### src/rtl/start_conditioner.sv
// start_conditioner: cleans the active-low KEY start button into a start level
// `s` for the ones-counter controller and latches the switch operand at press.
// Optional feature macro: START_DEBOUNCE_EN. When defined, a DB_CYCLES
// debouncer sits between the synchroniser and the FSM. When undefined, the
// synchronised key drives the FSM directly and DB_CYCLES is unused.
module start_conditioner #(
  parameter int WIDTH     = 8,
  parameter int DB_CYCLES = 16
) (
  input  logic             clk,
  input  logic             reset,
  input  logic             key_n,
  input  logic [WIDTH-1:0] sw,
  input  logic             done,
  output logic             s,
  output logic [WIDTH-1:0] a_out,
  output logic             busy,
  output logic [3:0]       op_count
);

  typedef enum logic [1:0] {IDLE, RUN, WAIT_REL} state_t;

  state_t           state_q;
  state_t           state_d;
  logic             key_meta;
  logic             key_sync;
  logic             stable;
  logic [WIDTH-1:0] a_d;
  logic [3:0]       op_d;

  // A debounce window shorter than two cycles cannot be represented.
  if (DB_CYCLES < 2) begin : g_db_cycles_check
    $error("start_conditioner: DB_CYCLES must be at least 2");
  end

  // Two-flop synchroniser on the inverted key, so 1 means pressed.
  always_ff @(posedge clk) begin
    if (reset) begin
      key_meta <= 1'b0;
      key_sync <= 1'b0;
    end else begin
      key_meta <= ~key_n;
      key_sync <= key_meta;
    end
  end

`ifdef START_DEBOUNCE_EN
  localparam int               CNT_W   = $clog2(DB_CYCLES);
  localparam logic [CNT_W-1:0] CNT_MAX = CNT_W'(DB_CYCLES - 1);

  logic [CNT_W-1:0] cnt;

  // Accept a new level only after DB_CYCLES consecutive disagreeing samples.
  always_ff @(posedge clk) begin
    if (reset) begin
      stable <= 1'b0;
      cnt    <= '0;
    end else if (key_sync == stable) begin
      cnt    <= '0;
    end else if (cnt == CNT_MAX) begin
      stable <= key_sync;
      cnt    <= '0;
    end else begin
      cnt    <= cnt + 1'b1;
    end
  end
`else
  assign stable = key_sync;
`endif

  // Next-state logic; operand capture and count happen only on IDLE->RUN.
  always_comb begin
    state_d = state_q;
    a_d     = a_out;
    op_d    = op_count;
    case (state_q)
      IDLE: begin
        if (stable) begin
          state_d = RUN;
          a_d     = sw;
          op_d    = op_count + 4'd1;
        end
      end
      RUN: begin
        if (done) state_d = WAIT_REL;
      end
      WAIT_REL: begin
        if (!stable) state_d = IDLE;
      end
      default: state_d = IDLE;
    endcase
  end

  // State and registered output decodes, all updated on the same edge.
  always_ff @(posedge clk) begin
    if (reset) begin
      state_q  <= IDLE;
      s        <= 1'b0;
      busy     <= 1'b0;
      a_out    <= '0;
      op_count <= 4'd0;
    end else begin
      state_q  <= state_d;
      s        <= (state_d != IDLE);
      busy     <= (state_d != IDLE);
      a_out    <= a_d;
      op_count <= op_d;
    end
  end

endmodule
### config.mk
export PLATFORM = sky130hd
export DESIGN_NAME = start_conditioner
export DESIGN_NICKNAME = d
export VERILOG_FILES = /design/src/rtl/start_conditioner.sv
export SDC_FILE = /design/constraint.sdc
export NUM_CORES = 1
export LEC_CHECK = 0
export ABC_AREA = 0
export CELL_PAD_IN_SITES_DETAIL_PLACEMENT = 1
export CELL_PAD_IN_SITES_GLOBAL_PLACEMENT = 2
export CORE_MARGIN = 2
export CORE_UTILIZATION = 25
export CTS_BUF_LIST = sky130_fd_sc_hd__clkbuf_8
export DETAILED_ROUTE_END_ITERATION = 10
export PLACE_DENSITY_LB_ADDON = 0.1
export SETUP_SLACK_MARGIN = 0.2
export SLEW_MARGIN = 0
export SYNTH_ARGS = -nofsm -noshare
export SYNTH_HDL_FRONTEND = slang
export SYNTH_SLANG_ARGS = --single-unit
export TNS_END_PERCENT = 30
### constraint.sdc
create_clock -name clk -period 1.3 [get_ports clk]
set_input_delay 0.26 -clock clk [delete_from_list [all_inputs] [get_ports clk]]
set_output_delay 0.26 -clock clk [all_outputs]
set_load 0.02 [all_outputs]
; Word-level counts from Yosys, hierarchy flattened
; Index checks and enable logic that the tools add are counted.
[totals]
output_inout_bits = 14
input_bits = 12
word_cells = 17
reg_bits = 17
[op_classes]
bitwise_logic = 1
muxes = 4
n_addsub = 1
n_reduce_logical = 3
n_eq_ne = 2
[ops]
columns = operator, n
row1 = $mux 2, 3
row2 = $pmux 2 s3, 1
row3 = $add 4x1->4 const B, 1
row4 = $eq 2x1->1 const B, 1
row5 = $eq 2x2->1 const B, 1
row6 = $logic_not 2->1, 1
row7 = $reduce_and 2->1, 1
row8 = $reduce_bool 2->1, 1
row9 = $not 1->1, 1

; Longest topological paths before layout
; Gate-level depths: netlist of the first run.
[logic_depth]
word_depth = 3
depth_mapped = 4
ltp_nobuf = 4

; Worst setup path before layout of the first run
; OpenSTA, ideal clock, no wires.
[synth_path]
path_kind = reg2reg
from = reg op_count[0]
to = reg op_count[2]
period_less_slack_ps = 1144
path_slack_ps = 156
stages_incl_launch_ff = 5
arrival_time_ps = 1016
cell_sequence = dfxtp_1 -> ha_1 -> and4bb_2 -> xnor2_1 -> nor2_1
[synth_between]
elab_chain_cells = 1
[synth_lines]
columns = item, line
row1 = "start, declared", 18  ; output logic [3:0] op_count
row2 = "start signal, assigned", 107  ; op_count <= op_d;
row3 = $add 4x1->4, 81  ; op_d = op_count + 4'd1;
; Every way passes these cells.
; A chain may end at the register's enable or synchronous reset.

; Final worst setup path of the first run
[layout_path]
from = reg state_q[1]
to = reg op_count[3]
[layout_between]
elab_chain_cells = 2
[layout_lines]
columns = item, line
row1 = "start, declared", 23  ; state_t state_q;
row2 = "start signal, assigned", 103  ; state_q <= state_d;
row3 = $logic_not 2->1, 76  ; case (state_q)
row4 = $reduce_and 2->1 (no line), -
; Every way passes these cells.

==> results.py, run 1 <==
metrics = {
    "floorplanning": {
        "fp.dieH_um": 54.23,
        "floorplan.die.width_um": 54.23,
        "floorplan.initialDensity": 0.2593,
        "floorplan.die_area_mm2": 0.002940,
        "pin_count": 26,
        "row_count": 18,
        "core_mm2": 0.002432,
    },
    "synth": {
        "mappedNetlistArea_um2": 630.6,
        "synth.top_cells.by_area": "dfxtp_1 54%, mux2i_1 14%, nor2_1 7.7%",
        "post_synth_edffs": 0,
        "count_of_yosys_warnings_during_synthesis": 0,
        "mappedNetlistNets": 71,
        "synth_top_area_share": 0.5397,
        "synth_cells": 58,
        "synth_async_sr_flop_share": 0,
        "synth_most_common_cell": "dfxtp_1",
        "yosys.area.top_type": "dfxtp_1",
        "post_synth_most_frequent_cells": "17 x dfxtp_1, 13 x nor2_1, 9 x mux2i_1",
        "synth_cell_types": 17,
        "postSynthAreaPerCell_um2": 10.87,
        "synth.yosys.seq_area_share": 0.5397,
        "synth-seq-cells": 17,
        "dominantRegCellSynth": "dfxtp_1",
    },
    "routing": {
        "remaining_drc_errors": 0,
        "num_vias": 521,
        "antenna_violating_nets_post_route": 0,
        "routed_via_density": 4.306,
        "drtIter0Drc": 0,
        "detail_route.wirelength_um": 1337,
        "detail_route.wl_per_cell_um": 11.05,
        "drt_pre_antenna_iters": 1,
    },
    "layout": {
        "postLayoutCoreUtil": 0.3992,
        "finish.net_count": 105,
        "area_growth_pct": 53.97,
        "antenna_cells": 0,
        "drive_above_1_share": 0.2967,
    },
    "grt": {
        "pin_count_of_the_biggest_net_entering_global_routing": 12,
        "grt_pass1_wl_um": 2380,
        "first_global_vias": 518,
        "initial_antenna_violation_count": 0,
        "grt.total_usage": 0.1168,
        "overflow": 0,
    },
    "sta": {
        "drv_slew": 0,
        "min_period_ps": 1171,
        "worstMarginPinSlew_ps": 220.4,
        "fin_tns_setup_ps": 0,
        "finalSetupViolCount": 0,
        "share_of_the_clock_period_used_by_the_worst_path_after_layout": 0.9010,
        "max_slew_margin": 0.8529,
        "finalClockSkew_ps": 1.499,
        "grt_setup_unrepaired": "true",
        "hold_viol_final": 0,
        "clock.fmax_mhz": 853.8,
    },
    "placed_design": {
        "gpl.final_weighted_congestion": 0.7581,
        "place.port_buffers": 25,
        "detailed_place_hpwl_um": 1032,
    },
    "critical_path": {
        "reg2reg_from": "state_q[1]$_SDFF_PP0_",
        "r2r-end": "op_count[3]$_SDFFE_PP0P_",
        "rr_worst_depth": 3,
        "worst_ep_required_time_ps": 1440,
        "cp_cell_sequence": "nor3b_4 -> nand4_1 -> mux2_1",
        "ff2ff_setup_slack_ps": 130,
        "timing.setup.critical_path_class": "reg2reg",
        "cp.arrival_ps": 1310,
        "setup.worst_path.start_class": "register",
        "cp_slowest_stage_delay_ps": 330,
        "cpMaxStageDelayCell": "dfxtp_2",
        "worstPathMaxFanout": 3,
        "kind_of_end_point_of_the_critical_path": "register",
    },
    "clock_network": {
        "cts.htree.levels": 1,
        "clkLatencyLatePin_ps": 250,
        "cts.hold.buffers_added": 0,
        "max_clock_buf_depth": 2,
        "cts-buffers-inserted": 3,
        "cts_sinks": 17,
        "clock_tree.root_cell": "clkbuf_8",
        "clock_tree_from_tritoncts": "built",
        "path_clk_slew_ps": 60,
    },
    "hold_path": {
        "hold_path_class": "reg2reg",
        "worstHoldPathCells": 1,
        "min_to": "key_sync$_SDFF_PP0_",
        "worst_hold_start": "key_meta$_SDFF_PP0_",
    },
    "pwr": {
        "vdd.ir_drop.worst_mv": 0.5804,
        "leakage_power_of_the_design_nw": 0.4186,
        "power_density_mw_per_mm2": 1091,
    },
    "run": {
        "max_cap_viol_count": 0,
    },
    "outcome": {
        "run_status": "finished clean",
    },
}
[sequential cells by signal, summed over array words and instances, names as in the netlist]
| name | count |
|---|---|
| a_out | 8 |
| busy | 1 |
| key_meta | 1 |
| key_sync | 1 |
| op_count | 4 |
| state_q | 2 |
[critical path, delay by kind of cell (launching register included)]
kind	cells	cell delay (ps)
flops	1	330
simple gates	2	400
mux	1	320
[stage by stage]
step | area (um2) | cells | hold WS (ps) | setup slack, ps | power, mW
6_report | 970.9 | 121 | 437.2 | 128.7 | 1.059
3_3_place_gp | 954.7 | 117 | 428.1 | 36.31 | 0.7002
4_1_cts | 975.9 | 121 | 440.5 | 122.1 | 1.084
2_1_floorplan | 633.1 | 58 | 332.4 | 208.5 | 0.6234
5_1_grt | 970.9 | 121 | 465.4 | 67.99 | 1.118
3_5_place_dp | 954.7 | 117 | 424.7 | 24.89 | 0.7019
[power breakdown]
part           switching (mW)  leakage [nW]  internal [mW]
clock                   0.170        0.0269          0.209
combinational          0.0571         0.251         0.0727
sequential             0.0102         0.141          0.540
[final cells by class]
| cell class | count | area [um2] |
|---|---|---|
| Clock inverter | 1 | 3.754 |
| Tap cell | 30 | 37.54 |
| Sequential cell | 17 | 346.6 |
| Fill cell | 291 | 1461 |
| Clock buffer | 3 | 41.29 |
| Multi-Input combinational cell | 37 | 270.3 |
| Timing Repair Buffer | 33 | 271.5 |
[cells by family (layout without fill, tap and decap cells)]
family / after synthesis / count (layout) / synth area share
flip-flops: 17 / 17 / 0.5397
XOR/XNOR: 2 / 2 / 0.02778
AND/OR/NAND/NOR: 20 / 20 / 0.1706
adder cells (fa/ha/maj): 1 / 1 / 0.01984
AO/OA/AOI/OAI: 4 / 4 / 0.03969
buffers and inverters: 4 / 37 / 0.04167
multiplexers: 10 / 10 / 0.1607
[per-layer routing]
layer / share of wire / global-route usage
met4: 0.014 / 0.05000
met2: 0.47 / 0.1727
met5: 0 / 0
met3: 0.073 / 0.04918
met1: 0.44 / 0.1481
[cells in the final DEF, fill, tap and decap left out, types with 2 or more instances in the layout]
cell | netlist | routed
dfxtp_1 | 17 | 12
xnor2_1 | 2 | 2
buf_2 | 0 | 6
clkbuf_8 | 0 | 3
nor2_1 | 13 | 13
clkbuf_2 | 0 | 2
clkdlybuf4s50_1 | 0 | 11
dlygate4sd2_1 | 0 | 3
dfxtp_2 | 0 | 5
nand3b_1 | 2 | 2
mux2i_1 | 9 | 9
nor2b_1 | 2 | 2
buf_4 | 1 | 7
a21oi_1 | 2 | 2
clkdlybuf4s15_1 | 0 | 2
[timing repair]
| action | in CTS | in global routing |
|---|---|---|
| gates cloned | 0 | 0 |
| endpoints found under the hold margin | 0 | 0 |
| resized for setup | 39 | 6 |
| endpoints found under the setup margin | 25 | 20 |
| setup buffers | 0 | 0 |
| pin swaps | 2 | 3 |
[worst max-delay path by stage]
stage	slack, ps	endpoint	from	depth (start not counted)
after global routing	70	op_count[3]$_SDFFE_PP0P_	state_q[1]$_SDFF_PP0_	3
after global placement	40	op_count[3]$_SDFFE_PP0P_	reset	3
after CTS	120	op_count[3]$_SDFFE_PP0P_	state_q[0]$_SDFF_PP0_	3
after floorplan	210	op_count[3]$_SDFFE_PP0P_	state_q[1]$_SDFF_PP0_	3
after detailed placement	20	op_count[3]$_SDFFE_PP0P_	reset	3
final	130	op_count[3]$_SDFFE_PP0P_	state_q[1]$_SDFF_PP0_	3
No activity file was read; power rests on OpenSTA's default activity.
==> inputs of run 2 (changes only) <==
Settings changed: CORE_ASPECT_RATIO from default to 0.75, MAX_ROUTING_LAYER from default to met4.
==> run 2 against run 1 <==
Effect of this change:
- first-iteration DRC count up 6
- clock skew up 1.6 ps
- global-route usage up 0.44 points
- sequential cell count unchanged
- clock power up 1%
- final area down 0.13%
- hold slack better by 6.8 ps
- count of clock-buffer cells in the layout unchanged
- wire length up 6.4%
- sequential power about the same
- non-clock buffer count down 1
- critical path type unchanged
- critical endpoint unchanged
==> results.py, run 2 (synthesis gave the netlist of run 1 again) <==
metrics = {
    "outcome": {
        "run_status": "finished clean",
    },
    "floorplanning": {
        "floorplan.die_area_mm2": 0.002944,
        "floorplan.die.width_um": 62.00,
        "row_count": 15,
        "pin_count": 26,
        "floorplan.initialDensity": 0.2688,
        "fp.dieH_um": 47.50,
        "core_mm2": 0.002346,
    },
    "layout": {
        "area_growth_pct": 53.77,
        "largest_register_ff_count": 8,
        "drive_above_1_share": 0.3000,
        "largestRegisters": "a_out: 8 flops, op_count: 4 flops, state_q: 2 flops",
        "final_cell_mix": "13 x nor2_1, 13 x dfxtp_1, 11 x clkdlybuf4s50_1",
        "antenna_cells": 0,
        "fillCellCount": 284,
        "registers.top_by_ff_count": "a_out",
        "finish.net_count": 104,
    },
    "grt": {
        "grt_pass1_wl_um": 2428,
        "met2_usage": 0.1979,
        "first_global_vias": 533,
        "overflow": 0,
        "gr-usage-met1": 0.1370,
        "grt.total_usage": 0.1212,
        "initial_antenna_violation_count": 0,
        "globalRouteMet3Util": 0.04865,
        "pin_count_of_the_biggest_net_entering_global_routing": 15,
        "grt-busiest-layer": "met2",
    },
    "clock_network": {
        "cts.htree.levels": 1,
        "post_cts_buffers": 0,
        "cts_sinks": 17,
        "max_clock_buf_depth": 2,
        "cts-buffers-inserted": 3,
        "clock_tree.root_cell": "clkbuf_8",
        "clock_tree_from_tritoncts": "built",
        "path_clk_slew_ps": 70,
        "clkLatencyLatePin_ps": 250,
    },
    "pwr": {
        "vdd.ir_drop.worst_mv": 0.6392,
        "power.clock.fraction": 0.361,
        "power_density_mw_per_mm2": 1097,
        "p_sw_uw": 240.2,
        "internal_power_uw": 823.8,
        "share_of_total_power_in_combinational_logic": 0.122,
        "seq_power_share": 0.517,
        "finalPower_mw": 1.064,
        "leakage_power_of_the_design_nw": 0.4071,
        "swShare": 0.2257,
    },
    "sta": {
        "clock.fmax_mhz": 859.5,
        "grt_setup_unrepaired": "true",
        "min_period_ps": 1164,
        "finalClockSkew_ps": 3.107,
        "finalSetupViolCount": 0,
        "share_of_the_clock_period_used_by_the_worst_path_after_layout": 0.8950,
        "worstMarginPinSlew_ps": 209.2,
        "drv_slew": 0,
        "fin_tns_setup_ps": 0,
        "layout_setup_ws_ps": 136.5,
        "max_slew_margin": 0.8611,
        "hold_viol_final": 0,
    },
    "routing": {
        "detail_route.wirelength_um": 1423,
        "routed_via_density": 4.266,
        "num_vias": 529,
        "detail_route.wl_per_cell_um": 11.48,
        "remaining_drc_errors": 0,
        "drtIter0Drc": 6,
        "drt_pre_antenna_iters": 2,
        "antenna_violating_nets_post_route": 0,
    },
    "placed_design": {
        "post-place-ws_ps": 45.56,
        "place.port_buffers": 25,
        "detailed_place_hpwl_um": 1054,
        "gpl.final_weighted_congestion": 0.6789,
    },
    "critical_path": {
        "cpMaxStageDelayCell": "dfxtp_2",
        "timing.setup.critical_path_class": "reg2reg",
        "worst_ep_required_time_ps": 1440,
        "kind_of_end_point_of_the_critical_path": "register",
        "cp_cell_sequence": "nor3b_4 -> nand4_1 -> mux2_4",
        "worstPathMaxFanout": 3,
        "setup.worst_path.start_class": "register",
        "cp_slowest_stage_delay_ps": 330,
        "cp.arrival_ps": 1300,
    },
    "hold_path": {
        "hold_path_class": "reg2reg",
    },
    "run": {
        "max_cap_viol_count": 0,
    },
}
[run 2: critical path: cells and delay by family (launching register included)]
family	cells	cell delay, ps
and+or+nand+nor	2	410
DFF	1	330
muxes	1	320
[run 2: final cells by class]
type                       instances  area, um2  share of cell area
clock buffer                       3      41.29             0.04258
clock inverter                     1      5.005            0.005161
multi-input combinational         37      274.0              0.2826
sequential                        17      345.3              0.3561
tap                               34      42.54             0.04387
timing repair buffer              32      261.5              0.2697
[run 2: power by group through the flow]
stage / clock network (mW) / logic (mW) / registers [mW]
floorplan: 0 / 0.0461 / 0.577
CTS: 0.405 / 0.133 / 0.551
global placement: 0 / 0.138 / 0.560
global route: 0.428 / 0.142 / 0.552
finish: 0.384 / 0.130 / 0.551
detailed placement: 0 / 0.140 / 0.561
[run 2: metal layers]
metal,up-vias,part of all wire
li1,261,-
met1,247,0.46
met2,19,0.46
met3,2,0.074
met4,0,0.0070
met5,-,0
[run 2: timing repair]
| item | CTS | global route |
|---|---|---|
| hold buffers | 0 | 0 |
| endpoints found under the setup margin | 24 | 20 |
| resized for setup | 45 | 4 |
| pin swaps | 2 | 1 |
[run 2: final timing paths]
check                              from                  endpoint  slack, ps  cells after the start
hold reg to reg     key_meta$_SDFF_PP0_       key_sync$_SDFF_PP0_        440                      1
setup / recovery  state_q[0]$_SDFF_PP0_  op_count[3]$_SDFFE_PP0P_        140                      3
setup reg to reg  state_q[0]$_SDFF_PP0_  op_count[3]$_SDFFE_PP0P_        140                      3
hold / removal      key_meta$_SDFF_PP0_       key_sync$_SDFF_PP0_        440                      1
[run 2: stage by stage]
| step | util | std cells | hold WS, ps | cell area [um2] |
|---|---|---|---|---|
| after CTS | 0.4187 | 124 | 449.2 | 982.2 |
| after global placement | 0.4059 | 120 | 431.1 | 952.2 |
| final | 0.4133 | 124 | 444.0 | 969.7 |
| after global routing | 0.4133 | 124 | 460.5 | 969.7 |
| after detailed placement | 0.4059 | 120 | 441.6 | 952.2 |
| after floorplan | - | 58 | 332.4 | 633.1 |
==> inputs of run 3 (changes only) <==
==> constraint.sdc (replaced) <==
create_clock -name clk -period 1.3 [get_ports clk]
set_input_delay 0.13 -clock clk [delete_from_list [all_inputs] [get_ports clk]]
set_output_delay 0.13 -clock clk [all_outputs]
set_load 0.02 [all_outputs]
==> run 3 against run 2 <==
Effect of this change:
- cell count unchanged
- die area unchanged
- hold slack got worse by 43 ps
- final area increased by 3.2%
- via count decreased by 4.5%
- sequential share of layout area decreased by 0.99 points
- worst setup slack got worse by 24 ps
- global-route usage decreased by 0.30 points
- wire length decreased by 4.3%
- clock skew increased by 0.83 ps
- non-clock buffer count unchanged
- critical path depth unchanged
- critical path type unchanged
- largest cell class unchanged
==> results.py, run 3 (synthesis gave the netlist of run 1 again) <==
metrics = {
    "sta": {
        "max_slew_margin": 0.8531,
        "drv_slew": 0,
        "layout_setup_ws_ps": 112.3,
        "min_period_ps": 1188,
        "share_of_the_clock_period_used_by_the_worst_path_after_layout": 0.9136,
        "fin_hold_ws_ps": 401.3,
        "grt_setup_unrepaired": "true",
        "clock.fmax_mhz": 842.0,
        "worstMarginPinSlew_ps": 220.1,
        "hold_viol_final": 0,
        "fin_tns_setup_ps": 0,
        "finalSetupViolCount": 0,
        "finalClockSkew_ps": 3.941,
    },
    "pwr": {
        "power.clock.fraction": 0.367,
        "share_of_total_power_in_combinational_logic": 0.123,
        "leakage_power_of_the_design_nw": 0.4415,
        "seq_power_share": 0.511,
        "finalPower_mw": 1.078,
        "p_sw_uw": 250.7,
        "internal_power_uw": 827.3,
        "power_density_mw_per_mm2": 1077,
        "swShare": 0.2326,
        "vdd.ir_drop.worst_mv": 0.5969,
    },
    "routing": {
        "detail_route.wl_per_cell_um": 10.98,
        "num_vias": 505,
        "drtIter0Drc": 3,
        "routed_via_density": 4.073,
        "antenna_violating_nets_post_route": 0,
        "drt_pre_antenna_iters": 3,
        "detail_route.wirelength_um": 1362,
        "remaining_drc_errors": 0,
    },
    "layout": {
        "registers.top_by_ff_count": "a_out",
        "drive_above_1_share": 0.2222,
        "largestRegisters": "a_out: 8 flops, op_count: 4 flops, state_q: 2 flops",
        "antenna_cells": 0,
        "largest_register_ff_count": 8,
        "fillCellCount": 278,
        "final_cell_mix": "13 x nor2_1, 13 x dlygate4sd2_1, 12 x dfxtp_1",
        "area_growth_pct": 58.73,
        "postLayoutCoreUtil": 0.4267,
        "finish.net_count": 104,
    },
    "clock_network": {
        "clock_tree_from_tritoncts": "built",
        "cts_sinks": 17,
        "path_clk_slew_ps": 70,
        "clkLatencyLatePin_ps": 250,
        "cts.hold.buffers_added": 0,
        "cts.htree.levels": 1,
        "post_cts_buffers": 0,
        "cts-buffers-inserted": 3,
        "clock_tree.root_cell": "clkbuf_8",
        "max_clock_buf_depth": 2,
    },
    "critical_path": {
        "cp_cell_sequence": "nor3b_4 -> nand4_1 -> mux2_4",
        "setup.worst_path.start_class": "register",
        "r2r-end": "op_count[3]$_SDFFE_PP0P_",
        "kind_of_end_point_of_the_critical_path": "register",
        "cp_slowest_stage_delay_ps": 330,
        "cp.arrival_ps": 1330,
        "rr_worst_depth": 3,
        "timing.setup.critical_path_class": "reg2reg",
        "worst_ep_required_time_ps": 1440,
        "cpMaxStageDelayCell": "dfxtp_2",
        "ff2ff_setup_slack_ps": 110,
        "worstPathMaxFanout": 3,
        "reg2reg_from": "state_q[0]$_SDFF_PP0_",
    },
    "hold_path": {
        "worst_hold_start": "key_n",
        "worstHoldPathCells": 2,
        "min_to": "key_meta$_SDFF_PP0_",
        "hold_path_class": "in2reg",
    },
    "grt": {
        "overflow": 0,
        "first_global_vias": 483,
        "initial_antenna_violation_count": 0,
        "pin_count_of_the_biggest_net_entering_global_routing": 11,
        "grt.total_usage": 0.1183,
        "grt_pass1_wl_um": 2228,
    },
    "placed_design": {
        "place.port_buffers": 25,
        "detailed_place_hpwl_um": 1005,
        "gpl.final_weighted_congestion": 0.6771,
        "post-place-ws_ps": 107.6,
    },
    "floorplanning": {
        "floorplan.die_area_mm2": 0.002944,
        "fp.dieH_um": 47.50,
        "floorplan.die.width_um": 62.00,
        "core_mm2": 0.002346,
        "pin_count": 26,
        "row_count": 15,
        "floorplan.initialDensity": 0.2688,
    },
    "outcome": {
        "run_status": "finished clean",
    },
    "run": {
        "max_cap_viol_count": 0,
    },
}
==> run 3: cell types whose count changed in the layout (fill, tap and decap cells not counted), sizes merged <==
cell           change
clkbuf             -2
clkdlybuf4s15      -4
buf                -7
dlygate4sd2       +13
==> run 3: power groups by stage <==
stage	clock, mW	sequential (mW)	combinational (mW)
after floorplan	0	0.577	0.0461
after global placement	0	0.561	0.140
after detailed placement	0	0.561	0.141
after CTS	0.410	0.550	0.135
after global routing	0.442	0.552	0.145
final	0.395	0.550	0.132
==> run 3: worst max path at each step <==
stage	from	endpoint	slack (ps)
final	state_q[0]$_SDFF_PP0_	op_count[3]$_SDFFE_PP0P_	110
after global routing	state_q[0]$_SDFF_PP0_	op_count[3]$_SDFFE_PP0P_	20
after CTS	state_q[1]$_SDFF_PP0_	a_out[3]$_SDFFE_PP0P_	120
after detailed placement	state_q[1]$_SDFF_PP0_	a_out[3]$_SDFFE_PP0P_	110
after global placement	reset	op_count[3]$_SDFFE_PP0P_	140
after floorplan	state_q[1]$_SDFF_PP0_	op_count[3]$_SDFFE_PP0P_	210
==> run 3: critical path: cells and delay by family, from the launching register on <==
| kind | cells | cell delay [ps] |
|---|---|---|
| muxes | 1 | 320 |
| and+or+nand+nor | 2 | 420 |
| DFF | 1 | 330 |
==> run 3: what timing repair did <==
item / CTS / global route
hold endpoints to repair: 0 / 0
endpoints found under the setup margin: 23 / 19
gates resized for setup: 20 / 2
pin swaps: 7 / 5
==> run 3: area by class of cell <==
type                            count  area (um2)  area share
Sequential cell                    17       346.6      0.3462
Tap cell                           34       42.54     0.04250
Clock inverter                      1       5.005    0.005000
Clock buffer                        3       41.29     0.04125
Multi-Input combinational cell     37       274.0      0.2738
Timing Repair Buffer               32       291.5      0.2913
==> run 3: per-layer routing <==
layer	routed length, um	share of wire	track usage
met5	0	0	-
met4	10	0.0073	0.05106
met3	106	0.078	0.05946
met2	624	0.46	0.1771
met1	621	0.46	0.1337
==> run 3: stage by stage <==
step	std cells	area, um2
floorplan	58	633.1
global placement	120	952.2
detailed placement	120	952.2
CTS	124	996.0
global route	124	1001
finish	124	1001
